`src/rtl/instr_fetch_unit.sv`:
```
// instr_fetch_unit: single-issue PC sequencer with one branch delay slot,
// zero-address halt and sticky fault flags; instruction memory reads combinationally.
module instr_fetch_unit #(
    parameter logic [31:0] RESET_VECTOR = 32'hBFC00000
) (
    input  logic        clk,
    input  logic        reset_n,
    input  logic        stall,
    output logic [31:0] instr_address,
    input  logic [31:0] instr_readdata,
    input  logic        redirect_valid,
    input  logic [31:0] redirect_target,
    output logic [31:0] instr_word,
    output logic [31:0] instr_pc,
    output logic        instr_valid,
    output logic        active,
    output logic [1:0]  fault,
    output logic [31:0] instr_count
);
    typedef enum logic [1:0] {RUN, DELAY, HALTED} state_t;

    state_t      state_q, state_d;
    logic [31:0] pc_q, pc_d;
    logic [31:0] target_q, target_d;
    logic [1:0]  fault_q, fault_d;
    logic [31:0] count_q, count_d;

    assign instr_address = pc_q;
    assign instr_pc      = pc_q;
    assign instr_word    = instr_readdata;
    assign active        = state_q != HALTED;
    assign instr_valid   = active && !stall;
    assign fault         = fault_q;
    assign instr_count   = count_q;

    always_comb begin
        state_d  = state_q;
        pc_d     = pc_q;
        target_d = target_q;
        fault_d  = fault_q;
        count_d  = instr_valid ? count_q + 32'd1 : count_q;
        if (!stall) begin
            case (state_q)
                RUN: begin
                    if (redirect_valid && redirect_target[1:0] != 2'b00) begin
                        fault_d[0] = 1'b1;
                        state_d    = HALTED;
                    end else begin
                        pc_d = pc_q + 32'd4;
                        if (redirect_valid) begin
                            target_d = redirect_target;
                            state_d  = DELAY;
                        end
                    end
                end
                DELAY: begin
                    // a second redirect inside the delay slot is dropped, only flagged
                    if (redirect_valid) fault_d[1] = 1'b1;
                    pc_d    = target_q;
                    state_d = (target_q == 32'h0) ? HALTED : RUN;
                end
                default: ;
            endcase
        end
    end

    always_ff @(posedge clk or negedge reset_n) begin
        if (!reset_n) begin
            state_q  <= RUN;
            pc_q     <= RESET_VECTOR;
            target_q <= 32'h0;
            fault_q  <= 2'b00;
            count_q  <= 32'h0;
        end else begin
            state_q  <= state_d;
            pc_q     <= pc_d;
            target_q <= target_d;
            fault_q  <= fault_d;
            count_q  <= count_d;
        end
    end
endmodule
```
`config.mk`:
```
export PLATFORM = sky130hd
export DESIGN_NAME = instr_fetch_unit
export DESIGN_NICKNAME = d
export VERILOG_FILES = /design/src/rtl/instr_fetch_unit.sv
export SDC_FILE = /design/constraint.sdc
export NUM_CORES = 1
export LEC_CHECK = 0
export BUFFER_PORTS_ARGS = -buffer_cell sky130_fd_sc_hd__buf_2
export CORE_MARGIN = 4
export CORE_UTILIZATION = 40
export DETAILED_ROUTE_END_ITERATION = 16
export PLACE_DENSITY_LB_ADDON = 0.25
export SYNTH_ARGS = -nofsm -noshare
export SYNTH_HDL_FRONTEND = slang
export SYNTH_SLANG_ARGS = --single-unit
```
`constraint.sdc`:
```
create_clock -name clk -period 1.9 [get_ports clk]
set_input_delay 0.285 -clock clk [delete_from_list [all_inputs] [get_ports clk]]
set_output_delay 0.285 -clock clk [all_outputs]
set_load 0.005 [all_outputs]
```
* After elaboration in Yosys (flattened, before gate mapping) *
Cells that the tools add are included.

word-level totals
  bits in registers = 100
  output and inout port bits = 132
  logic and storage cells = 32

operators by class
  add/sub/neg operators = 2
  equality and inequality tests = 4
  mux-type cells = 6
  bitwise logic cells = 2
  reduce and logical (&&, ||, !) cells = 12

operators by type and width
  operator                                              number
  case mux 32 bit (2 select lines)                      1
  adder 32 x 1 -> 32 bit (second input constant)        1
  adder 32 x 3 -> 32 bit (second input constant)        1
  zero test 32 bit                                      1
  two-way mux 32 bit                                    1
  AND reduction 3 bit                                   4
  two-way mux 2 bit                                     3
  != test 2 bit (second input constant)                 2
  case mux 2 bit (2 select lines)                       1
  AND reduction 4 bit                                   1
  nonzero test 2 bit                                    2
  != test 3 bit (second input constant)                 1
  equality test 2 x 1 -> 1 bit (second input constant)  1
  logical AND 1 bit                                     2
  zero test 2 bit                                       1
  inverter 1 bit                                        2
  zero test 1 bit                                       1

* Logic depth before layout (Yosys ltp) *
Gate-level depths: netlist of run 1.

  depth in word-level cells = 4
  gate-level depth with buffers = 8

* Worst setup path before layout of run 1 *
OpenSTA, ideal clock, no wires.

  path type = reg-to-reg
  from = reg pc_q[2] (netlist: instr_address[2])
  to = reg pc_q[30] (netlist: instr_address[30])
  data arrival time = 1.909 ns
  data required time = 1.831 ns
  setup slack = -0.078 ns
  cell stages (with the launch flop) = 9
  cells stage by stage = dfrtp_1 -> ha_1 -> and4_1 -> buf_2 -> and3_1 -> buf_2 -> nand2_4 -> or4_1 -> nand3_1

between the ends
  cells in the longest elaborated chain, start to end = 3

ends and longest elaborated chain
  item                              RTL line  RTL
  from (decl)                       23        logic [31:0] pc_q, pc_d;
  from (signal assigned)            76        pc_q <= pc_d;
  adder 32 x 3 -> 32 bit            49        pc_d = pc_q + 32'd4;
  two-way mux 32 bit                45        if (redirect_valid && redirect_target[1:0] != 2'b00) begin
  case mux 32 bit (2 select lines)  43        case (state_q)

No other way between the ends. The select of a mux whose other input is x is not followed.
A chain may end at the register's enable or synchronous reset.

* Worst setup path after layout of run 1 *
  from = reg pc_q[22] (netlist: instr_address[22])
  to = reg pc_q[30] (netlist: instr_address[30])

Same word-level chain as after synthesis.

==> results of run 1 <==
==> final timing paths <==
path | from | endpoint | slack [ns] | depth (start not counted)
max in group asynchronous | reset_n | instr_address[27] | 0.84 | 3
hold / removal | redirect_target[11] | target_q[11] | 0.18 | 2
hold reg to reg | instr_count[31] | instr_count[31] | 0.47 | 1
min in group asynchronous | reset_n | instr_address[5] | 0.41 | 2
setup / recovery | instr_address[22] | instr_address[30] | 0.07 | 6
setup reg to reg | instr_address[22] | instr_address[30] | 0.07 | 6
==> stage by stage <==
step                cells  hold WS, ns
global placement      788        0.224
floorplan             521      -0.0106
finish                807        0.175
global route          807        0.175
detailed placement    788        0.228
CTS                   805        0.164
==> per-layer routing <==
layer  global-route usage (%)  up-vias
met4                     9.03        0
met3                     3.80       39
met1                     24.7     2106
met5                        0        -
li1                         -     2040
met2                     27.9      190
==> critical path, stage by stage, from the launching register on <==
cell	delay [ns]
dfstp_2	0.53
nand3_1	0.15
nor4_4	0.24
buf_4	0.20
nand2_4	0.06
or4_1	0.48
nand3_1	0.11
==> cell usage after synthesis, types with 2 or more instances <==
library cell  count  area (um^2)
dfrtp_1          91         2280
buf_4            65          488
nand2_1          44          165
nand3_1          33          165
mux2_2           31          349
nor2_1           30          113
xnor2_1          26          228
nand4_1          22          138
a21oi_1          20          100
clkbuf_1         18         67.6
o21ai_0          17         85.1
dfstp_2           9          236
nor4_1            9         56.3
o22ai_1           9         56.3
and3_1            7         43.8
and4_1            7         61.3
nor3_1            7         35.0
a31oi_1           6         37.5
a22oi_1           5         37.5
a2bb2oi_1         5         43.8
or3_1             5         31.3
xor2_1            5         43.8
inv_1             4         15.0
nor2b_1           4         25.0
a311oi_1          3         26.3
and2_1            3         18.8
buf_2             3         15.0
nor4_4            3         63.8
or4_1             3         22.5
a32oi_1           2         17.5
ha_1              2         25.0
o211ai_1          2         15.0
o21bai_1          2         15.0
o22a_1            2         17.5
o32ai_1           2         17.5
==> power breakdown <==
part / total, uW / internal, uW / switching (uW)
logic: 1070 / 557 / 512
clock network: 1700 / 921 / 783
registers: 2620 / 2380 / 239
total: 5390 / 3860 / 1530
==> registers in the layout (all words and copies together), names as in the netlist <==
signal / cells
fault: 2
target_q: 32
instr_address: 32
instr_count: 32
state_q: 2
==> cells by family after synthesis <==
kind of cell             synth area share (%)
multiplexers                             6.61
AO/OA/AOI/OAI                            10.3
flip-flops                               47.6
XOR/XNOR                                 5.14
AND/OR/NAND/NOR                          18.8
adder cells (fa/ha/maj)                 0.474
buffers and inverters                    11.1
==> layout make-up <==
| cell class | instances | area (um^2) |
|---|---|---|
| Clock buffer | 12 | 246 |
| Inverter | 4 | 15.0 |
| Fill cell | 1195 | 6450 |
| Multi-Input combinational cell | 331 | 2210 |
| Clock inverter | 4 | 25.0 |
| Timing Repair Buffer | 184 | 1100 |
| Tap cell | 172 | 215 |
| Sequential cell | 100 | 2510 |
==> timing repair <==
action                                 4_1_cts  5_1_grt
pin swaps                                    2        4
hold buffers                                 1        0
endpoints found under the hold margin       19        0
setup endpoints to repair                   10       16
resized for setup                            1        5
setup buffers                                0        2
==> results.yml, run 1 <==
synthesis:
  syn_inst: 521
  synth_ff_type: "dfrtp_1"
  syn_nets: 591
  synth-edff-count: 0
  synth-async-reset-ratio_pct: 100
  ys_seq_area_share_pct: 47.6
  ys_ff_latch: 100
  ys.warnings.count: 0
  syn_area_um2: 5280
  avgSynthCellArea_um2: 10.1
  synth_cell_types: 50
drt:
  drt_iter0_drc: 329
  first_pass_iters: 5
  top_layer: "met4"
  drcViolationCount: 0
  ant_nets: 0
  post_drt_wl_per_cell_um: 17.0
  dr_wl_met3_um: 1120
  wl_um: 13700
  wl_met1_um: 6100
  num_vias: 4375
  wl_met2_um: 6040
  viasPerCell: 5.42
sta:
  fmax_mhz: 547
  maxSlewViolCount: 0
  finalHoldViolations: 0
  setup_violations: 0
  period_share_pct: 96.3
  fin_tns_setup_ns: 0
  skew_ns: 0.00871
  tightest_slew_ns: 0.419
  finalWorstSetupSlack_ns: 0.0705
  relSlewSlack_pct: 71.8
  period_minus_slack_ns: 1.83
place:
  dpl_cell_area_um2: 6000
  place.gp.congestion: 0.884
  portBuffers: 135
  dp_hpwl_um: 10100
  dp_slack_ns: -0.0320
status:
  status: "finished clean"
clocking:
  clkTransAtPathRegs_ns: 0.07
  root_buffer: "clkbuf_16"
  htreeDepth: 3
  cts_sinks: 100
  cts_tree: "yes"
  clockBufferDepth: 2
  clk_latency_ns: 0.34
  cts-buffers-inserted: 9
worst_setup_path:
  cp.arrival_ns: 2.10
  critPathLaunchType: "flop"
  worstPathMaxFanout: 7
  required_ns: 2.17
  critPathKind: "flop to flop"
  cp-end-kind: "flop"
cells_and_area:
  nNetsFinal: 700
  final_cell_mix: "134 x buf_2, 90 x dfrtp_1, 45 x buf_4, 44 x nand2_1, 32 x nand3_1"
  drive_above_1_share_pct: 39.7
  final_common_cell: "buf_2"
  diodes: 0
  synthToLayoutAreaGrowth_pct: 19.7
  final_util_pct: 49.5
  final_area_um2: 6320
die:
  dieArea_um2: 15100
  row_count: 41
  die_w_um: 123
  initial_core_util_pct: 41.3
  placeableCoreArea_um2: 12800
  ios: 200
  die_h_um: 123
global_route:
  grt_pass1_wl_um: 21600
  grt_usage_pct: 18.2
  antenna_found_initial: 0
  grt_max_degree: 58
  grt_pass1_vias: 4327
  overflow: 0
power:
  p_per_area_nw_per_um2: 853
  total_power_uw: 5390
  p_leak_uw: 0.00307
  irDropWorstVdd_mv: 0.380
min_path:
  min_path_type: "primary input to flop"
flow_run:
  drv_cap: 0
Note: power is estimated with default switching activity, not from simulation.
==> run 2: changes to the inputs <==
Settings changed: PLACE_DENSITY set to 0.79, PLACE_DENSITY_LB_ADDON 0.25 to unset, SKIP_CTS_REPAIR_TIMING set to 1.
==> results.yml, run 2 (synthesis results as in run 1) <==
status:
  status: "finished clean"
global_route:
  grt_max_degree: 54
  grt_pass1_vias: 4387
  grt_pass1_wl_um: 22600
  overflow: 0
  grt_usage_pct: 19.0
  antenna_found_initial: 3
drt:
  wl_um: 14100
  drt_iter0_drc: 248
  first_pass_iters: 5
  num_vias: 4509
  drcViolationCount: 0
  viasPerCell: 5.55
  post_drt_wl_per_cell_um: 17.4
  ant_nets: 0
sta:
  fin_tns_setup_ns: 0
  relSlewSlack_pct: 68.2
  fmax_mhz: 548
  timing.hold.ws_ns: 0.175
  tightest_slew_ns: 0.473
  maxSlewViolCount: 0
  period_minus_slack_ns: 1.83
  finalWorstSetupSlack_ns: 0.0748
  setup_violations: 0
  period_share_pct: 96.1
  finalHoldViolations: 0
  skew_ns: 0.00821
cells_and_area:
  final_cell_mix: "134 x buf_2, 88 x dfrtp_1, 50 x buf_4, 44 x nand2_1, 33 x nand3_1"
  drive_above_1_share_pct: 39.7
  synthToLayoutAreaGrowth_pct: 20.2
  final_util_pct: 49.7
  nNetsFinal: 704
  final_common_cell: "buf_2"
clocking:
  cts_sinks: 100
  clk_latency_ns: 0.34
  root_buffer: "clkbuf_16"
  cts_tree: "yes"
  clkTransAtPathRegs_ns: 0.06
  clockBufferDepth: 2
  htreeDepth: 3
  cts-buffers-inserted: 9
power:
  p_leak_uw: 0.00308
  total_power_uw: 5480
  p_per_area_nw_per_um2: 863
  irDropWorstVdd_mv: 0.487
place:
  dp_hpwl_um: 10600
  dp_slack_ns: 0.00245
  place.gp.congestion: 0.881
  portBuffers: 135
die:
  ios: 200
  dieArea_um2: 15100
  die_w_um: 123
  row_count: 41
  placeableCoreArea_um2: 12800
  die_h_um: 123
  initial_core_util_pct: 41.3
flow_run:
  drv_cap: 0
worst_setup_path:
  critPathKind: "flop to output pin"
  cp.arrival_ns: 1.54
  cp-end-kind: "output pin"
  critPathLaunchType: "flop"
  required_ns: 1.62
  worstPathMaxFanout: 6
min_path:
  min_path_type: "primary input to flop"
==> run 2: through the flow <==
stage,area [um^2],std cells
after floorplan,5300,521
after global placement,6010,790
after detailed placement,6010,790
after CTS,6290,806
after global routing,6350,811
final,6350,812
==> run 2: area by class of cell <==
cell class / instances / area [um^2]
flip-flops and latches: 100 / 2520
multi-input cells: 331 / 2190
diodes: 1 / 2.50
well taps: 172 / 215
repair buffers: 188 / 1120
clock inverters: 4 / 51.3
clock buffers: 12 / 236
inverters: 4 / 15.0
fillers: 1133 / 6420
==> run 2: worst max-delay path, stage by stage, from the launching register on <==
cell     delay, ns
dfrtp_1       0.39
nor2b_1       0.16
buf_4         0.14
nor2_1        0.33
buf_2         0.19
==> run 2: path summary, 6_finish.rpt <==
| check | end | cells after the start | startpoint | slack [ns] |
|---|---|---|---|---|
| worst max-delay path | instr_valid | 4 | state_q[1] | 0.07 |
| worst max register to register | instr_address[30] | 6 | instr_address[22] | 0.10 |
| max in group asynchronous | instr_address[23] | 3 | reset_n | 0.83 |
| min in group asynchronous | instr_count[24] | 2 | reset_n | 0.38 |
| worst min-delay path | target_q[22] | 2 | redirect_target[22] | 0.18 |
| worst min register to register | fault[0] | 1 | fault[0] | 0.47 |
==> run 2: metal layers <==
metal	up-vias	global-route usage [%]	wire, um
met3	46	4.35	1350
met2	242	31.2	6900
met4	2	9.03	356
li1	2061	-	-
met5	-	0	11
met1	2158	23.8	5490
==> run 2: power breakdown <==
part           switching, uW  internal [uW]  total, uW
logic                    504            537       1040
clock network            765           1020       1790
registers                263           2380       2650
total                   1530           3940       5480
==> run 3: changes to the inputs <==
Settings changed: ABC_AREA set to 1, PLACE_DENSITY 0.79 to 0.77.
==> results.yml, run 3 <==
drt:
  drt_iter0_drc: 460
  viasPerCell: 5.00
  drcViolationCount: 0
  ant_nets: 0
  wl_um: 16100
  post_drt_wl_per_cell_um: 13.9
  num_vias: 5781
  first_pass_iters: 5
worst_setup_path:
  cpPeakStageDelay_ns: 0.42
  cp.arrival_ns: 1.44
  cp.buffers_inverters: 3
  critPathKind: "flop to output pin"
  critPathSlowestCell: "dfrtp_1"
  path_cells: "inv_1 -> nand2_2 -> nand2_4 -> clkinv_2 -> buf_2"
  worstPathMaxFanout: 16
  required_ns: 1.62
  cp-end-kind: "output pin"
  critPathLaunchType: "flop"
  crit_family: "flip-flops"
sta:
  relSlewSlack_pct: 76.9
  fin_tns_setup_ns: 0
  rsz0062_at_grt: "no"
  tightest_slew_ns: 0.347
  period_minus_slack_ns: 1.72
  maxSlewViolCount: 0
  fmax_mhz: 580
  period_share_pct: 90.7
  skew_ns: 0.0139
  setup_violations: 0
  finalHoldViolations: 0
cells_and_area:
  final_common_cell: "nand2_1"
  final_cell_mix: "308 x nand2_1, 134 x buf_2, 95 x nor2_1, 91 x dfrtp_1, 82 x inv_1"
  synthToLayoutAreaGrowth_pct: 11.9
  nFillCells: 1548
  final_util_pct: 45.9
  nNetsFinal: 1033
  drive_above_1_share_pct: 20.6
synthesis:
  synth-async-reset-ratio_pct: 100
  synth-edff-count: 0
  synth_most_common_cell: "nand2_1"
  synth_cell_types: 33
  syn_area_um2: 6230
  syn_inst: 892
  yosys.area.top_type: "dfrtp_1"
  synth_top_area_share_pct: 36.6
  syn_nets: 962
  ys_ff_latch: 100
  synthTopCellsByCount: "308 x nand2_1, 95 x nor2_1, 91 x dfrtp_1, 82 x inv_1, 64 x buf_4"
  avgSynthCellArea_um2: 6.98
  ys_seq_area_share_pct: 40.3
  synth_ff_type: "dfrtp_1"
  ys.warnings.count: 0
  yosys-top-cells-area: "dfrtp_1 37%, nand2_1 19%, buf_4 7.7%, nor2_1 5.7%, inv_1 4.9%"
die:
  placeableCoreArea_um2: 15200
  initial_core_util_pct: 41.0
  row_count: 45
  ios: 200
  die_h_um: 133
  die_w_um: 133
  dieArea_um2: 17600
global_route:
  grt_use_met2_pct: 28.5
  grt_pass1_vias: 5293
  overflow: 0
  antenna_found_initial: 1
  grt-busiest-layer: "met2"
  grt_use_met1_pct: 26.3
  use_met3_pct: 3.65
  grt_max_degree: 65
  grt_pass1_wl_um: 26700
  grt_usage_pct: 18.6
place:
  place.gp.congestion: 0.899
  portBuffers: 135
  dp_hpwl_um: 12200
power:
  irDropWorstVdd_mv: 0.577
  total_power_uw: 9470
  p_per_area_nw_per_um2: 1360
  p_leak_uw: 0.00338
flow_run:
  drv_cap: 0
clocking:
  cts_tree: "yes"
  clk_latency_ns: 0.36
  clockBufferDepth: 2
  cts-buffers-inserted: 9
  clkTransAtPathRegs_ns: 0.07
  htreeDepth: 3
  root_buffer: "clkbuf_16"
  cts_sinks: 100
min_path:
  min_path_type: "primary input to flop"
status:
  status: "finished clean"
run 3: cells by family (layout without fill, tap and decap cells):
| family | Yosys count | count (layout) | share of synthesized area [%] |
|---|---|---|---|
| simple gates | 495 | 495 | 33.4 |
| buf+inv | 169 | 245 | 14.3 |
| compound gates | 107 | 107 | 8.86 |
| flops | 100 | 100 | 40.3 |
| xor+xnor | 19 | 19 | 2.67 |
| fa+ha+maj | 2 | 2 | 0.402 |
| other cells | 0 | 1 | 0 |
run 3: path summary, 6_finish.rpt:
check	from	endpoint	slack, ns	depth (start not counted)
setup / recovery	state_q[0]	instr_valid	0.18	5
hold / removal	redirect_target[6]	target_q[6]	0.13	3
setup reg to reg	instr_address[3]	instr_address[30]	0.21	10
hold reg to reg	fault[1]	fault[1]	0.48	1
max in group asynchronous	reset_n	instr_address[27]	1.07	3
min in group asynchronous	reset_n	instr_address[0]	0.43	3
run 3: per-stage QoR:
step	setup WS (ns)	hold slack, ns	instances	cell area [um^2]
2_1_floorplan	0.431	-0.0106	892	6230
3_3_place_gp	0.345	0.279	1139	6670
3_5_place_dp	0.255	0.280	1139	6670
4_1_cts	0.141	-0.109	1155	6960
5_1_grt	0.0529	0.128	1157	6970
6_report	0.176	0.135	1157	6970
run 3: cell type report:
cell class,instances,area (um^2),share of cell area [%]
diodes,1,2.50,0.0359
multi-input cells,623,2820,40.5
repair buffers,144,786,11.3
flip-flops and latches,100,2510,36.1
inverters,85,320,4.60
well taps,188,235,3.37
clock buffers,9,225,3.23
clock inverters,7,65.1,0.933
run 3: worst register-to-register path, delay by kind of cell (launching register included):
family | cells | cell delay, ns
AND/OR/NAND/NOR | 9 | 0.96
flip-flops | 1 | 0.42
adder cells (fa/ha/maj) | 1 | 0.19
run 3: power by group:
part	internal, uW	leakage [uW]	switching (uW)
Sequential	2990	0.00125	877
Combinational	1470	0.00199	2310
Clock	924	0.000141	896
run 3: layer usage:
metal	vias to the layer above	wire length [um]
li1	2882	-
met1	2664	7420
met2	208	7260
met3	27	1050
met4	0	340
met5	-	0
